==> src/rtl/cmov_wb_stage_pkg.sv <==
// Shared processor definitions for the writeback stage: data/address widths,
// buffer occupancy encoding and the commit-counter ceiling.
package cmov_wb_stage_pkg;

  localparam int DW = 32;
  localparam int AW = 5;

  typedef enum logic [1:0] {
    OCC_EMPTY = 2'd0,
    OCC_ONE   = 2'd1,
    OCC_FULL  = 2'd2
  } occ_e;

  localparam logic [15:0] CMOV_CNT_MAX = 16'hFFFF;

endpackage

==> src/rtl/cmov_wb_stage_fwd_match.sv <==
// Picks the youngest valid buffered result whose rd matches a decode operand address.
// Purely combinational; address 0 never hits and a miss returns zero.
module wb_fwd_match #(
  parameter int DW = cmov_wb_stage_pkg::DW,
  parameter int AW = cmov_wb_stage_pkg::AW
) (
  input  logic [AW-1:0] addr,
  input  logic          old_vld,
  input  logic [AW-1:0] old_rd,
  input  logic [DW-1:0] old_val,
  input  logic          yng_vld,
  input  logic [AW-1:0] yng_rd,
  input  logic [DW-1:0] yng_val,
  output logic          hit,
  output logic [DW-1:0] val
);

  always_comb begin
    hit = 1'b0;
    val = '0;
    if (addr != '0) begin
      if (yng_vld && (yng_rd == addr)) begin
        hit = 1'b1;
        val = yng_val;
      end else if (old_vld && (old_rd == addr)) begin
        hit = 1'b1;
        val = old_val;
      end
    end
  end

endmodule

==> src/rtl/cmov_wb_stage.sv <==
// Writeback stage: 2-entry in-order buffer to the register file with operand forwarding.
// Push-to-rf_we latency 1 cycle when empty; ex_ready drops when full, rf_ready stalls the head.
module cmov_wb_stage
  import cmov_wb_stage_pkg::*;
#(
  parameter int DW = cmov_wb_stage_pkg::DW,
  parameter int AW = cmov_wb_stage_pkg::AW
) (
  input  logic          clk,
  input  logic          rst,
  input  logic          ex_valid,
  output logic          ex_ready,
  input  logic [DW-1:0] ex_result,
  input  logic [AW-1:0] ex_rd,
  input  logic          ex_regwrite,
  input  logic          ex_iscmov,
  output logic          rf_we,
  input  logic          rf_ready,
  output logic [AW-1:0] rf_waddr,
  output logic [DW-1:0] rf_wdata,
  input  logic [AW-1:0] fw_rs_addr,
  input  logic [AW-1:0] fw_rt_addr,
  output logic          fw_rs_hit,
  output logic          fw_rt_hit,
  output logic [DW-1:0] fw_rs_val,
  output logic [DW-1:0] fw_rt_val,
  output logic [15:0]   cmov_count
);

  occ_e          occ_q, occ_d;
  logic          rd_ptr_q, wr_ptr_q;
  logic [DW-1:0] res_q [2];
  logic [AW-1:0] rd_q  [2];
  logic          cm_q  [2];
  logic [15:0]   cnt_q;
  logic          push, pop;

  // Reset gates ex_ready directly so nothing is accepted while rst is held.
  assign ex_ready   = !rst && (occ_q != OCC_FULL);
  assign push       = ex_valid && ex_ready && ex_regwrite && (ex_rd != '0);
  assign rf_we      = (occ_q != OCC_EMPTY);
  assign pop        = rf_we && rf_ready;
  assign rf_waddr   = rd_q[rd_ptr_q];
  assign rf_wdata   = res_q[rd_ptr_q];
  assign cmov_count = cnt_q;

  always_comb begin
    occ_d = occ_q;
    case ({push, pop})
      2'b10: occ_d = (occ_q == OCC_EMPTY) ? OCC_ONE : OCC_FULL;
      2'b01: occ_d = (occ_q == OCC_FULL) ? OCC_ONE : OCC_EMPTY;
      default: occ_d = occ_q;
    endcase
  end

  always_ff @(posedge clk) begin
    if (rst) begin
      occ_q    <= OCC_EMPTY;
      rd_ptr_q <= 1'b0;
      wr_ptr_q <= 1'b0;
      cnt_q    <= '0;
    end else begin
      occ_q <= occ_d;
      if (push) wr_ptr_q <= ~wr_ptr_q;
      if (pop)  rd_ptr_q <= ~rd_ptr_q;
      if (pop && cm_q[rd_ptr_q] && (cnt_q != CMOV_CNT_MAX)) cnt_q <= cnt_q + 16'd1;
    end
  end

  // Payload storage needs no reset: occupancy alone decides which entries are live.
  always_ff @(posedge clk) begin
    if (push) begin
      res_q[wr_ptr_q] <= ex_result;
      rd_q[wr_ptr_q]  <= ex_rd;
      cm_q[wr_ptr_q]  <= ex_iscmov;
    end
  end

  wb_fwd_match #(.DW(DW), .AW(AW)) u_fwd_rs (
    .addr    (fw_rs_addr),
    .old_vld (occ_q != OCC_EMPTY),
    .old_rd  (rd_q[rd_ptr_q]),
    .old_val (res_q[rd_ptr_q]),
    .yng_vld (occ_q == OCC_FULL),
    .yng_rd  (rd_q[~rd_ptr_q]),
    .yng_val (res_q[~rd_ptr_q]),
    .hit     (fw_rs_hit),
    .val     (fw_rs_val)
  );

  wb_fwd_match #(.DW(DW), .AW(AW)) u_fwd_rt (
    .addr    (fw_rt_addr),
    .old_vld (occ_q != OCC_EMPTY),
    .old_rd  (rd_q[rd_ptr_q]),
    .old_val (res_q[rd_ptr_q]),
    .yng_vld (occ_q == OCC_FULL),
    .yng_rd  (rd_q[~rd_ptr_q]),
    .yng_val (res_q[~rd_ptr_q]),
    .hit     (fw_rt_hit),
    .val     (fw_rt_val)
  );

endmodule
==> config.mk <==
export PLATFORM = sky130hd
export DESIGN_NAME = cmov_wb_stage
export DESIGN_NICKNAME = d
export VERILOG_FILES = /design/src/rtl/cmov_wb_stage_pkg.sv /design/src/rtl/cmov_wb_stage_fwd_match.sv /design/src/rtl/cmov_wb_stage.sv
export SDC_FILE = /design/constraint.sdc
export NUM_CORES = 1
export LEC_CHECK = 0
export ABC_AREA = 1
export ABC_CLOCK_PERIOD_IN_PS = 3040
export CORE_UTILIZATION = 44
export DETAILED_ROUTE_END_ITERATION = 8
export PLACE_DENSITY = 0.76
export SYNTH_ARGS = -nofsm -noshare
export SYNTH_HDL_FRONTEND = slang
export SYNTH_SLANG_ARGS = --single-unit
==> constraint.sdc <==
create_clock -name clk -period 3.04 [get_ports clk]
set_input_delay 0.456 -clock clk [delete_from_list [all_inputs] [get_ports clk]]
set_output_delay 0.456 -clock clk [all_outputs]
set_load 0.01 [all_outputs]
# Word level (Yosys, flattened, before mapping)
# Memories as Yosys holds them, arrays and structs flattened. A register that Yosys moved wholly into a read port is not among the register bits.
# Cells that the tools add are included.
[classes]
eq_ne = 9
bitwise_logic = 2
add_sub_neg = 1
n_reduce_logical = 18
shift = 0
n_lt_le_gt_ge = 0
n_div = 0
mux = 23
n_mul = 0
[op_table]
columns = ["op", "count"]
rows = [
  ["2-to-1 mux 32 bit", 6],
  ["== test 5 bit", 4],
  ["adder 16 x 1 -> 16 bit (second input constant)", 1],
  ["inequality test 16 bit (second input constant)", 1],
  ["2-to-1 mux 1 bit", 15],
  ["nonzero test 5 bit", 3],
  ["logical AND 1 bit", 11],
  ["== test 2 bit (second input constant)", 2],
  ["one-hot mux 2 bit (2 select lines)", 1],
  ["nonzero test 2 bit", 2],
  ["== test 2 x 1 -> 1 bit (second input constant)", 1],
  ["logical NOT 2 bit", 1],
  ["2-to-1 mux 2 bit", 1],
  ["inequality test 2 bit (second input constant)", 1],
  ["NOT 1 bit", 2],
  ["logical NOT 1 bit", 1],
]
[totals]
mem_count = 3
output_inout_bits = 121
mem_bits_ro = 0
ramBits = 76
register_bits = 20
latch_bits = 0
in_bits = 53
[mem_list]
columns = ["name", "depth", "word_bits", "rd", "rd_clocked_by_memory_dff", "write_ports", "line", "source"]
rows = [
  ["res_q", 2, 32, 2, 1, 1, "cmov_wb_stage.sv:32", "logic [DW-1:0] res_q [2];"],
  ["rd_q", 2, 5, 2, 1, 1, "cmov_wb_stage.sv:33", "logic [AW-1:0] rd_q [2];"],
  ["cm_q", 2, 1, 1, 1, 1, "cmov_wb_stage.sv:34", "logic cm_q [2];"],
]

# Depth between registers and ports, before layout
[depth]
depth_word = 7
mapped_depth = 12

# By module
# From an unflattened synthesis, not the netlist that was laid out.
[hier_totals]
hier_cells = 1058
area_unflattened_um2 = 6884.1
[by_module_without_submodules]
columns = ["module", "cells_each", "n_inst", "area_per_inst_um2"]
rows = [
  ["cmov_wb_stage", 472, 1, 4366.7],
  ["wb_fwd_match", 293, 2, 1258.7],
]

# Worst setup path after synthesis
# No wires, ideal clock.
[synth_timing]
path_type = "input-to-reg"
startpoint = "input port rst"
endpoint = "memory cm_q[0] (enable)"
slack_ns = -0.095
setup_time_ns = 0.433
t_required_ns = 2.607
arrival_ns = 2.702
stages = 4
cell_sequence = "clkbuf_1 -> nor2_1 -> nand4_1 -> nor2_1"
[synth_between]
elab_chain_len = 7
[synth_lines]
columns = ["element", "line", "source"]
rows = [
  ["from (decl)", "cmov_wb_stage.sv:10", "input logic rst,"],
  ["logical NOT 1 bit", "cmov_wb_stage.sv:39", "assign ex_ready = !rst && (occ_q != OCC_FULL);"],
  ["logical AND 1 bit", "cmov_wb_stage.sv:39", ""],
  ["via ex_ready", "cmov_wb_stage.sv:12", "output logic ex_ready,"],
  ["logical AND 1 bit (3 in a row)", "cmov_wb_stage.sv:40", "assign push = ex_valid && ex_ready && ex_regwrite && (ex_rd != '0);"],
  ["2-to-1 mux 1 bit", "cmov_wb_stage.sv:72", "if (push) begin"],
  ["2-to-1 mux 1 bit (not written as such)", "cmov_wb_stage.sv:75", "cm_q[wr_ptr_q] <= ex_iscmov;"],
  ["to (decl)", "cmov_wb_stage.sv:34", ""],
]
# The timed path passes the listed nets, and every way through them passes these cells.

# Worst setup path in the final report
[layout_timing]
startpoint = "input port fw_rs_addr[2]"
endpoint = "output port fw_rs_val[27]"
[layout_between]
elab_chain_len = 5
elab_cells_between_ends = 8
cone_classes = "eq/ne: 2; mux: 3; reduce/logical: 3"
[layout_lines]
columns = ["element", "line", "source"]
rows = [
  ["from (decl)", "cmov_wb_stage.sv:21", "input logic [AW-1:0] fw_rs_addr,"],
  ["== test 5 bit", "cmov_wb_stage_fwd_match.sv:25", "end else if (old_vld && (old_rd == addr)) begin"],
  ["logical AND 1 bit", "cmov_wb_stage_fwd_match.sv:25", ""],
  ["2-to-1 mux 32 bit", "cmov_wb_stage_fwd_match.sv:25", ""],
  ["2-to-1 mux 32 bit", "cmov_wb_stage_fwd_match.sv:22", "if (yng_vld && (yng_rd == addr)) begin"],
  ["2-to-1 mux 32 bit *", "cmov_wb_stage_fwd_match.sv:21", "if (addr != '0) begin"],
  ["to (decl)", "cmov_wb_stage.sv:25", "output logic [DW-1:0] fw_rs_val,"],
]
# Mark *: on every way between the ends. The rest lies on a longest branch, timed or not.

==> key figures <==
Min path
  • Hold Path Class: register to register
  • Hold path depth: 2

Critical path
  • CP bufs+invs: 4
  • CP top delay family: buffers and inverters
  • Crit-path max cell delay: 0.56 ns
  • Crit Path Class: primary input to output pin
  • Req. time, crit path: 2.58 ns
  • Critical path's slowest cell: clkdlybuf4s50_1
  • Worst path cell trace: clkdlybuf4s50_1 > inv_1 > nand2_1 > nand2_1 > nor2_4 > nand3_2 > buf_4 > nand2_1 > nand2_1 > nor2_1 > clkdlybuf4s50_1
  • Worst Setup End Kind: output pin
  • CP Launch Point: fw_rs_addr[2]
  • R2R cell count: 8
  • Reg2reg setup slack: 1.01 ns
  • Setup crit start kind: primary input
  • Most frequent CP cell: nand2_1
  • Critical R2R Capture: cmov_count[2]
  • Cell depth of the worst setup path: 11
  • Crit path capture: fw_rs_val[27]
  • Arr. time, crit path: 2.44 ns
  • CP Max Fanout: 15

Clock tree
  • CTS HTree Levels: 3
  • Worst-path clk slew: 0.07 ns
  • Clk root buf: clkbuf_16
  • Sink Count: 97
  • CTS tree: yes
  • Worst skew pair latency: 0.35 ns
  • CTS Buf Count: 9
  • CTS Buffer Depth: 2
  • Hold_buf cts: 0

Routing
  • Via Count: 6471
  • DRC viols: 0
  • WL/cell: 14.5 um
  • Final ANT Viol Nets: 0
  • Drt pass-1 iters: 6
  • Avg Vias per Cell: 5.18
  • Total Wirelength: 18.2 mm
  • First DRT Iteration DRCs: 593

Global route
  • Vias in the first global route: 5809
  • Initial antenna violation count: 1
  • Grt ovf: 0
  • First-pass GRT wire length: 28.6 mm
  • Largest net degree at the start of global routing: 67
  • GRT Total Usage: 25.2%

Floorplanning
  • Die Footprint: 14700 um^2
  • Die width: 121 um
  • Initial Util: 45.2%
  • Die Y: 121 um
  • Core Region: 13900 um^2
  • I/O pin total: 174
  • Site Rows: 43

Timing
  • Slew HR: 61.0%
  • Worst-Margin Slew: 0.584 ns
  • Setup ws final: 0.143 ns
  • Hold slack: 0.508 ns
  • F_max: 0.345 GHz
  • Min Tclk post-route: 2.90 ns
  • Max Transition Viols Final: 0
  • Tcrit/Tclk final: 95.3%
  • Clock skew: 0.00733 ns
  • Final Hold Fails: 0
  • # setup viols final: 0
  • Unrepaired setup endpoints after global routing: false

Layout
  • Layout Area Growth over Synthesis: 40.2%
  • Most frequent cells in the layout: 312 x nand2_1, 117 x clkdlybuf4s50_1, 105 x inv_1, 98 x nor2_1, 76 x edfxtp_1
  • Commonest non-fill, non-tap cell in the layout: nand2_1
  • Nets: 1119
  • Share of cells above drive strength 1: 6.36%

Synth
  • Post-Syn Instances: 899
  • Yosys reg bits: 97
  • Share of the synthesized area in the top cell type: 36.4%
  • Largest area contributor in the synthesized netlist: edfxtp_1
  • Cell area after synthesis: 6270 um^2
  • Cell variety after synth: 30
  • Syn_area_per_cell: 6.98 um^2
  • Dominant cells by area after synthesis: edfxtp_1 36%, nand2_1 19%, dfxtp_1 6.7%, nand4_1 6.7%, inv_1 6.3%
  • Syn. warnings: 0
  • Syn_nets: 954
  • Register area share after synthesis: 43.1%

Run status
  • Status: finished clean

Power and ir drop
  • PnR Total Power: 0.00447 W
  • Leak: 4.62 nW
  • Maximum vdd drop: 0.000341 V
  • Power per cell area: 509 nW/um^2

Placement
  • Post-DP HPWL: 13.1 mm
  • I/O Buffers: 173
  • GP Congestion: 0.874
  • Placement Setup Slack: -0.0246 ns

Job
  • Max-Cap Viols: 0
-- layout make-up --
type                       count  area (um^2)
antenna                        1         2.50
clock buffer                  13          303
clock inverter                 3         50.0
fill                        1239         5090
inverter                     107          404
multi-input combinational    645         2930
sequential                    97         2710
tap                          180          225
timing repair buffer         204         2160
-- state kept, by name, summed over array words and instances, names as in the netlist, named ones only --
register / flops
wr_ptr_q: 1
rd_q: 10
res_q: 64
occ_q: 2
rd_ptr_q: 1
cmov_count: 16
cm_q: 2
-- worst register-to-register path: cells and delay by family (launching register included) --
| family | cells | cell delay [ns] |
|---|---|---|
| buf+inv | 2 | 0.73 |
| simple gates | 5 | 0.71 |
| flops | 1 | 0.40 |
| compound gates | 1 | 0.12 |
-- report_power, final --
part	internal, W	switching, W
clock network	0.000789	0.000489
logic	0.000654	0.00101
registers	0.00149	0.0000403
-- synth_stat cells --
cell type / number
nand2_1: 313
a21oi_1: 19
nor3_4: 1
nand3_2: 2
ha_1: 2
inv_2: 1
nand4_1: 67
buf_1: 11
inv_1: 106
xnor2_1: 4
nor2_2: 2
nor3_1: 6
and2_1: 1
xor2_1: 4
buf_2: 8
edfxtp_1: 76
nor3b_1: 1
nor2_1: 101
nand3_1: 40
dfxtp_1: 21
o21ai_0: 70
or2_2: 1
nor2_4: 4
nand3b_1: 2
a211oi_1: 1
mux2i_1: 1
nand2_2: 3
clkbuf_1: 21
buf_6: 6
buf_4: 4
-- cells by family (layout without fill, tap and decap cells) --
logic type                 Yosys count  in the layout  synth area share [%]
AOI/OAI and AO/OA                   90             90                  7.22
xor gates and xnor gates             8              8                  1.12
adders and majority gates            2              2                 0.399
buffers and inverters              157            327                  10.5
DFF                                 97             97                  43.1
muxes                                1              1                 0.160
other                                0              1                     0
and+or+nand+nor                    544            544                  37.5
-- per-stage QoR --
stage | instances | instance area, um^2 | setup TNS (ns) | utilization [%]
after global placement | 1231 | 8260 | 0 | 59.5
after global routing | 1250 | 8790 | 0 | 63.3
after detailed placement | 1231 | 8260 | -0.0417 | 59.5
after CTS | 1247 | 8610 | 0 | 62.0
final | 1250 | 8790 | 0 | 63.3
after floorplan | 899 | 6270 | -7.22 | -
-- metal layers --
layer | vias up | global-route usage [%] | part of all wire (%)
met5 | - | 0 | 0
met4 | 0 | 11.2 | 2.7
met3 | 38 | 5.31 | 8.0
met2 | 265 | 41.9 | 48
met1 | 2913 | 31.3 | 41
li1 | 3255 | - | -
-- how the worst min path moves through the flow --
stage	end	from	slack (ns)
after CTS	occ_q[1]	occ_q[1]	0.49
after global placement	occ_q[1]	occ_q[1]	0.47
after global routing	occ_q[0]	occ_q[0]	0.53
after floorplan	occ_q[1]	occ_q[1]	0.46
after detailed placement	occ_q[1]	occ_q[1]	0.47
final	occ_q[1]	occ_q[1]	0.51
-- what timing repair did --
item / 4_1_cts / 5_1_grt
endpoints found under the setup margin: 22 / 62
buffers inserted: 0 / 2
resized for setup: 6 / 59
No activity file was read; power rests on OpenSTA's default activity.
